===== config.mk =====
export PLATFORM = sky130hd
export DESIGN_NAME = axi4l_my_mst_wrapper
export DESIGN_NICKNAME = d
export VERILOG_FILES = /design/src/rtl/axi4l_my_mst_wrapper_pkg.sv /design/src/rtl/axi4l_my_mst_wrapper_if.sv /design/src/rtl/axi4l_slave_mem.sv /design/src/rtl/axi4l_my_mst_wrapper.sv
export SDC_FILE = /design/constraint.sdc
export NUM_CORES = 1
export LEC_CHECK = 0
export CAP_MARGIN = 20
export CORE_ASPECT_RATIO = 1.5
export CORE_UTILIZATION = 35
export CTS_BUF_LIST = sky130_fd_sc_hd__clkbuf_4 sky130_fd_sc_hd__clkbuf_8
export DETAILED_ROUTE_END_ITERATION = 10
export PLACE_DENSITY = 0.54
export RECOVER_POWER = 100
export SYNTH_ARGS = -nofsm -noshare
export SYNTH_HDL_FRONTEND = slang
export SYNTH_SLANG_ARGS = --single-unit

===== constraint.sdc =====
create_clock -name clk -period 34.4 [get_ports clk]
set_input_delay 6.88 -clock clk [delete_from_list [all_inputs] [get_ports clk]]
set_output_delay 6.88 -clock clk [all_outputs]
set_load 0.05 [all_outputs]

===== src/rtl/axi4l_my_mst_wrapper_pkg.sv =====
// ---------------------------------------------------------------------------
// axi4l_my_mst_wrapper_pkg
// Shared definitions for the AXI4-Lite master wrapper and its private slave
// memory: bus widths, fixed AXI side-band values, response codes and the
// master FSM state type.
// No ports (package).
// ---------------------------------------------------------------------------
package axi4l_my_mst_wrapper_pkg;

    localparam int ADDR_W = 32;
    localparam int DATA_W = 32;
    localparam int STRB_W = DATA_W / 8;

    localparam logic [1:0] RESP_OKAY   = 2'b00;
    localparam logic [1:0] RESP_EXOKAY = 2'b01;
    localparam logic [1:0] RESP_SLVERR = 2'b10;
    localparam logic [1:0] RESP_DECERR = 2'b11;

    localparam logic [2:0]        PROT_DEFAULT = 3'b000;
    localparam logic [STRB_W-1:0] STRB_ALL     = {STRB_W{1'b1}};

    typedef enum logic [2:0] {
        ST_IDLE,
        ST_WRITE,
        ST_WRESP,
        ST_RADDR,
        ST_RDATA
    } mstState_t;

endpackage


===== src/rtl/axi4l_my_mst_wrapper_if.sv =====
// ---------------------------------------------------------------------------
// axi4l_my_mst_wrapper_if
// The private 32-bit AXI4-Lite bus joining the wrapper's master FSM to the
// slave memory. Carries the five AXI4-Lite channels (AW, W, B, AR, R).
// Modports:
//   master - drives AW/W/AR valid+payload, bready, rready
//   slave  - drives awready, wready, B channel, arready, R channel
// ---------------------------------------------------------------------------
interface axi4l_my_mst_wrapper_if;
    import axi4l_my_mst_wrapper_pkg::*;

    logic              awvalid;
    logic              awready;
    logic [ADDR_W-1:0] awaddr;
    logic [2:0]        awprot;

    logic              wvalid;
    logic              wready;
    logic [DATA_W-1:0] wdata;
    logic [STRB_W-1:0] wstrb;

    logic              bvalid;
    logic              bready;
    logic [1:0]        bresp;

    logic              arvalid;
    logic              arready;
    logic [ADDR_W-1:0] araddr;
    logic [2:0]        arprot;

    logic              rvalid;
    logic              rready;
    logic [DATA_W-1:0] rdata;
    logic [1:0]        rresp;

    modport master (
        output awvalid, awaddr, awprot,
        output wvalid, wdata, wstrb,
        output bready,
        output arvalid, araddr, arprot,
        output rready,
        input  awready, wready, bvalid, bresp,
        input  arready, rvalid, rdata, rresp
    );

    modport slave (
        input  awvalid, awaddr, awprot,
        input  wvalid, wdata, wstrb,
        input  bready,
        input  arvalid, araddr, arprot,
        input  rready,
        output awready, wready, bvalid, bresp,
        output arready, rvalid, rdata, rresp
    );

endinterface


===== src/rtl/axi4l_slave_mem.sv =====
// ---------------------------------------------------------------------------
// axi4l_slave_mem
// Small AXI4-Lite slave backed by a MEM_WORDS x 32-bit register array.
// Only the word index addr[log2(MEM_WORDS)+1:2] is decoded, so the memory
// aliases across the rest of the address space. Always answers OKAY.
// Ports:
//   clk   - rising-edge clock
//   rst   - asynchronous active-high reset, also clears the memory
//   s_axi - AXI4-Lite slave side of the private bus
// ---------------------------------------------------------------------------
module axi4l_slave_mem
    import axi4l_my_mst_wrapper_pkg::*;
#(
    parameter int MEM_WORDS = 16
) (
    input  logic clk,
    input  logic rst,
    axi4l_my_mst_wrapper_if.slave s_axi
);

    localparam int IDX_W = (MEM_WORDS > 1) ? $clog2(MEM_WORDS) : 1;

    logic [DATA_W-1:0] r_mem [MEM_WORDS];
    logic              r_bvalid;
    logic              r_rvalid;
    logic [DATA_W-1:0] r_rdata;

    logic [IDX_W-1:0]  w_wrIdx;
    logic [IDX_W-1:0]  w_rdIdx;
    logic              w_wrAccept;
    logic              w_rdAccept;
    logic              w_unusedBits;

    assign w_wrIdx = s_axi.awaddr[IDX_W+1:2];
    assign w_rdIdx = s_axi.araddr[IDX_W+1:2];

    // Address and data are taken in the same cycle, and only while no write
    // response is still outstanding, so B never has to queue.
    assign w_wrAccept = s_axi.awvalid & s_axi.wvalid & ~r_bvalid;
    assign w_rdAccept = s_axi.arvalid & ~r_rvalid;

    assign s_axi.awready = w_wrAccept;
    assign s_axi.wready  = w_wrAccept;
    assign s_axi.bvalid  = r_bvalid;
    assign s_axi.bresp   = RESP_OKAY;
    assign s_axi.arready = w_rdAccept;
    assign s_axi.rvalid  = r_rvalid;
    assign s_axi.rdata   = r_rdata;
    assign s_axi.rresp   = RESP_OKAY;

    // Aliased address bits and protection fields carry no meaning here.
    assign w_unusedBits = ^{s_axi.awaddr[ADDR_W-1:IDX_W+2], s_axi.awaddr[1:0],
                            s_axi.araddr[ADDR_W-1:IDX_W+2], s_axi.araddr[1:0],
                            s_axi.awprot, s_axi.arprot};

    // Write path: memory update with byte strobes, then hold bvalid until
    // the master takes the response.
    always_ff @(posedge clk or posedge rst) begin
        if (rst) begin
            for (int i = 0; i < MEM_WORDS; i++) begin
                r_mem[i] <= '0;
            end
            r_bvalid <= 1'b0;
        end else begin
            if (r_bvalid && s_axi.bready) begin
                r_bvalid <= 1'b0;
            end
            if (w_wrAccept) begin
                for (int b = 0; b < STRB_W; b++) begin
                    if (s_axi.wstrb[b]) begin
                        r_mem[w_wrIdx][8*b +: 8] <= s_axi.wdata[8*b +: 8];
                    end
                end
                r_bvalid <= 1'b1;
            end
        end
    end

    // Read path: capture the addressed word on AR acceptance and hold it on
    // R until the master is ready.
    always_ff @(posedge clk or posedge rst) begin
        if (rst) begin
            r_rvalid <= 1'b0;
            r_rdata  <= '0;
        end else begin
            if (r_rvalid && s_axi.rready) begin
                r_rvalid <= 1'b0;
            end
            if (w_rdAccept) begin
                r_rvalid <= 1'b1;
                r_rdata  <= r_mem[w_rdIdx];
            end
        end
    end

endmodule


===== src/rtl/axi4l_my_mst_wrapper.sv =====
// ---------------------------------------------------------------------------
// axi4l_my_mst_wrapper
// Single-transaction AXI4-Lite master driven by a txn pulse, talking over a
// private bus to an internal axi4l_slave_mem.
// Ports:
//   clk    - rising-edge clock
//   rst    - asynchronous active-high reset (aborts any transaction)
//   txn    - one-cycle start pulse, honoured only when idle
//   rw     - 0 = write, 1 = read, sampled with txn
//   addr   - byte address, sampled with txn
//   wdata  - write data, sampled with txn
//   rdata  - data of the last completed read, held until the next one
//   rvalid - one-cycle pulse when rdata is updated
//   busy   - high while a transaction is in flight
// ---------------------------------------------------------------------------
module axi4l_my_mst_wrapper
    import axi4l_my_mst_wrapper_pkg::*;
#(
    parameter int MEM_WORDS = 16
) (
    input  logic              clk,
    input  logic              rst,
    input  logic              txn,
    input  logic              rw,
    input  logic [ADDR_W-1:0] addr,
    input  logic [DATA_W-1:0] wdata,
    output logic [DATA_W-1:0] rdata,
    output logic              rvalid,
    output logic              busy
);

    axi4l_my_mst_wrapper_if w_axi ();

    mstState_t         r_state;
    mstState_t         w_nextState;
    logic              r_rw;
    logic [ADDR_W-1:0] r_addr;
    logic [DATA_W-1:0] r_wdata;
    logic              r_awDone;
    logic              r_wDone;
    logic [DATA_W-1:0] r_rdata;
    logic              r_rvalid;

    logic              w_accept;
    logic              w_awValid;
    logic              w_wValid;
    logic              w_bReady;
    logic              w_arValid;
    logic              w_rReady;
    logic              w_awHs;
    logic              w_wHs;
    logic              w_bHs;
    logic              w_arHs;
    logic              w_rHs;
    logic              w_unusedBits;

    axi4l_slave_mem #(
        .MEM_WORDS (MEM_WORDS)
    ) u_mem (
        .clk   (clk),
        .rst   (rst),
        .s_axi (w_axi)
    );

    assign w_accept = (r_state == ST_IDLE) && txn;

    // Channel valids/readies are pure functions of state and the per-channel
    // done flags, so each valid stays up until its own ready is seen.
    assign w_awValid = (r_state == ST_WRITE) && !r_awDone;
    assign w_wValid  = (r_state == ST_WRITE) && !r_wDone;
    assign w_bReady  = (r_state == ST_WRESP);
    assign w_arValid = (r_state == ST_RADDR);
    assign w_rReady  = (r_state == ST_RDATA);

    assign w_awHs = w_awValid & w_axi.awready;
    assign w_wHs  = w_wValid  & w_axi.wready;
    assign w_bHs  = w_bReady  & w_axi.bvalid;
    assign w_arHs = w_arValid & w_axi.arready;
    assign w_rHs  = w_rReady  & w_axi.rvalid;

    assign w_axi.awvalid = w_awValid;
    assign w_axi.awaddr  = r_addr;
    assign w_axi.awprot  = PROT_DEFAULT;
    assign w_axi.wvalid  = w_wValid;
    assign w_axi.wdata   = r_wdata;
    assign w_axi.wstrb   = STRB_ALL;
    assign w_axi.bready  = w_bReady;
    assign w_axi.arvalid = w_arValid;
    assign w_axi.araddr  = r_addr;
    assign w_axi.arprot  = PROT_DEFAULT;
    assign w_axi.rready  = w_rReady;

    // Error responses are deliberately not acted on, and the direction only
    // steers the IDLE decision, so its registered copy is informational.
    assign w_unusedBits = ^{r_rw, w_axi.bresp, w_axi.rresp};

    assign rdata  = r_rdata;
    assign rvalid = r_rvalid;
    assign busy   = (r_state != ST_IDLE);

    // Next-state logic. WRITE waits for both the AW and W handshakes, which
    // may land in the same cycle or in different ones.
    always_comb begin
        w_nextState = r_state;
        case (r_state)
            ST_IDLE: begin
                if (txn) begin
                    w_nextState = rw ? ST_RADDR : ST_WRITE;
                end
            end
            ST_WRITE: begin
                if ((r_awDone || w_awHs) && (r_wDone || w_wHs)) begin
                    w_nextState = ST_WRESP;
                end
            end
            ST_WRESP: begin
                if (w_bHs) begin
                    w_nextState = ST_IDLE;
                end
            end
            ST_RADDR: begin
                if (w_arHs) begin
                    w_nextState = ST_RDATA;
                end
            end
            ST_RDATA: begin
                if (w_rHs) begin
                    w_nextState = ST_IDLE;
                end
            end
            default: begin
                w_nextState = ST_IDLE;
            end
        endcase
    end

    // State register, captured request, per-channel done flags and the
    // user-facing read result. Done flags only live while in WRITE.
    always_ff @(posedge clk or posedge rst) begin
        if (rst) begin
            r_state  <= ST_IDLE;
            r_rw     <= 1'b0;
            r_addr   <= '0;
            r_wdata  <= '0;
            r_awDone <= 1'b0;
            r_wDone  <= 1'b0;
            r_rdata  <= '0;
            r_rvalid <= 1'b0;
        end else begin
            r_state  <= w_nextState;
            r_awDone <= (w_nextState == ST_WRITE) && (r_awDone || w_awHs);
            r_wDone  <= (w_nextState == ST_WRITE) && (r_wDone || w_wHs);
            r_rvalid <= w_rHs;
            if (w_rHs) begin
                r_rdata <= w_axi.rdata;
            end
            if (w_accept) begin
                r_rw    <= rw;
                r_addr  <= addr;
                r_wdata <= wdata;
            end
        end
    end

endmodule


==> results.md <==
* Status: complete, but fails checks
* Failing checks: capacitance limit, slew limit
* Kind of critical path: in2async
* Path depth of the worst reg2reg path at 5
* Minimum hold slack at around 470 ps
* Final worst path period share at 58.1%
* RSZ-0062 raised after global routing: no
* CTS max path bufs at 3
* Max Cap Violations at 19
* GR peak layer: met2
* Max FO, Critical Path at 172
* Synthesized instance count at about 1700
* Crit path buf inv count at 7
* Syn Nets at between 1500 and 2000
* Remaining antenna violation count at 0
* Final std cells w/o fill at 2900
* Power Total at approximately 0.0026 W
* Post-CTS Setup Bufs at 0
* Crit path launch type: input pin
* CTS tree: built
* Count leader, synth: dfrtp_1
* Critical Path AT at ~21000 ps
* Die height at 342 um
* Final min period at 20000 ps
* First-pass GRT wire length at around 100 mm
* Core Region at between 70000 and 80000 um^2
* Global router's overall resource usage at around 18%
* Area delta synth->final at 13.8%
* Final Skew at about 38 ps
* H-tree levels at 3
* Setup WS pre-CTS at about 22000 ps
* Mean number of vias per cell at ~5.3
* Clk slew on worst S/H paths at about 60 ps
* Row count at around 120
* Num CTS Buffers at 96
* Hold WC Path Type: reg2reg
* Largest net degree at the start of global routing at around 170
* Leakage at around 15 nW
* Yosys top cell by area: dfrtp_1
* Most used flip-flop cell after synthesis: dfrtp_1
* DR vias at between 15000 and 20000
* Final worst slack at 14400 ps
* # placed instances at roughly 2700
* Fraction of layout cells with a size suffix above 1 at 45.2%
* # port buffers at 73
* Finish-stage setup viols at 0
* Initial antenna violation count at 1
* Remaining DRCs at 0
* Crit path max-delay cell type: clkbuf_1
* Initial drt markers at about 640
* Post-Synthesis Cell Area at between 20000 and 30000 um^2
* WHS Path Cells at 1
* Most frequent cells after synthesis: dfrtp_1 (620), mux2_2 (568), mux2i_1 (102)
* Hpwl dp at ~38 mm
* Number of global-route vias before repair at between 15000 and 20000
* Top Ports at 102
* CTS sink count at 620
* Clk_lat worst skew at around 700 ps
* Yosys warns at 0
* Max Clk Rate at 50.0 MHz
* Avg Inst Size Synth at ~15 um^2
* Yosys top cell area share at 57.5%
* Synth Register Bits at 620
* Critical Path RT at between 30000 and 40000 ps
* Setup TNS Final at 0 ps
* FFs w/ async S/R, synth at between 90% and 100%
* Cts hold-fix bufs at 0
* Die Area at roughly 78000 um^2
* Met2 Usage GRT at between 30% and 40%
* Post_cts resized at 0
* Sequential share of the synthesized area at 57.5%
* CP cell instances: dlygate4sd3_1, clkinvlp_2, clkbuf_1, buf_4, buf_4, clkbuf_1, buf_16
* CP top delay family: buffers and inverters
* # fillers at approximately 7100
* Routed WL per cell at ~23 um
* Final hold vios at 0
* Max-slew headroom at -497%
* CP endpoint kind: asynchronous set/reset pin
* CP peak stage delay at ~6600 ps
* Peak VDD IR at ~0.036 mV
* GR Util met3 at between 2 and 3%
* Remaining Overflow, GRT at 0
* Power per cell area at around 86 nW/um^2
* Routed Wire Length at a little under 70 mm
* Yosys cell types at 39
* Clk Tree Root Cell: clkbuf_8
* Initial core utilization at 35.4%
* Gp weighted congestion at 0.706
* # nets final at around 1900
* EDFF count, synth at 0
* Grt met1 use at between 20% and 30%
* TritonRoute pass-1 iters at 5
* Synth area leaders: dfrtp_1 (58%), mux2_2 (24%), mux4_2 (7.3%)
* Crit path depth at 7
* Actual slew at the worst max-slew pin at 8960 ps
* Max-slew violations at 762
* Die width at 229 um
-- sequential cells by signal, summed over array words and instances, names as in the netlist --
name / count
u_mem.s_axi.rdata: 32
rdata: 32
r_wdata: 32
r_awDone: 1
r_wDone: 1
r_addr: 4
u_mem.s_axi.rvalid: 1
u_mem.r_mem: 512
u_mem.s_axi.bvalid: 1
r_state: 3
rvalid: 1
-- layer usage --
metal  vias up  part of all wire [%]
li1       6632                     -
met1      8318                    43
met2       263                    52
met3        99                   3.4
met4         0                   2.5
met5         -                     0
-- worst paths after layout --
path	endpoint	startpoint	slack, ps
setup / recovery	u_mem.r_mem[496]	rst	14400
hold reg to reg	u_mem.s_axi.rdata[26]	u_mem.s_axi.rdata[26]	470
max in group clk	r_wdata[17]	txn	24870
min in group asynchronous	rvalid	rst	8610
hold / removal	u_mem.s_axi.rdata[26]	u_mem.s_axi.rdata[26]	470
setup reg to reg	u_mem.s_axi.rdata[19]	r_addr[5]	28940
-- cells in the final DEF (no fill, tap or decap), types with 2 or more instances in the layout --
cell type        count
a21o_1              13
a21oi_1             21
a221oi_1             2
a22oi_1             19
buf_4               13
bufinv_16            2
clkbuf_1            26
clkbuf_4            40
clkbuf_8           124
clkdlybuf4s50_1     37
clkinv_2             3
clkinvlp_4           2
dfrtp_1            617
dfrtp_4              2
dlygate4sd3_1       36
inv_1                2
inv_8                2
mux2_1              15
mux2_2             567
mux2i_1            102
mux4_2              88
nand2_1              6
nand2b_1             3
nand3_1             14
nand3b_1             3
nand4_1              4
nor2_1              24
nor2b_1              5
nor3_1              22
o21a_1               2
o21ai_0              3
o22ai_1             52
or3_1                2
-- cell families (layout without fill, tap and decap cells) --
family / Yosys count / after routing / share of synthesized area (%)
AO/OA/AOI/OAI: 115 / 115 / 2.75
buffers and inverters: 147 / 291 / 2.33
flip-flops: 620 / 620 / 57.5
multiplexers: 772 / 772 / 35.4
other: 0 / 1 / 0
AND/OR/NAND/NOR: 93 / 93 / 1.95
-- power by group --
part	internal [W]	switching (W)	leakage [nW]
clock	0.000381	0.000288	1.13
sequential	0.000992	0.000235	8.23
combinational	0.000422	0.000314	5.14
total	0.00180	0.000837	14.5
-- metrics by stage --
stage | instance area [um^2] | utilization, %
2_1_floorplan | 27000 | -
4_1_cts | 30900 | 40.5
5_1_grt | 30700 | 40.3
3_5_place_dp | 28700 | 37.7
6_report | 30700 | 40.3
3_3_place_gp | 28700 | 37.7
-- area by class of cell --
class | count | area, um^2 | share of cell area (%)
Antenna cell | 1 | 2.50 | 0.00815
Inverter | 3 | 12.5 | 0.0408
Timing Repair Buffer | 114 | 973 | 3.17
Multi-Input combinational cell | 980 | 10800 | 35.2
Clock inverter | 10 | 121 | 0.395
Sequential cell | 620 | 15500 | 50.6
Clock buffer | 164 | 2010 | 6.54
Tap cell | 1008 | 1260 | 4.11
Note: power is estimated with default switching activity, not from simulation.
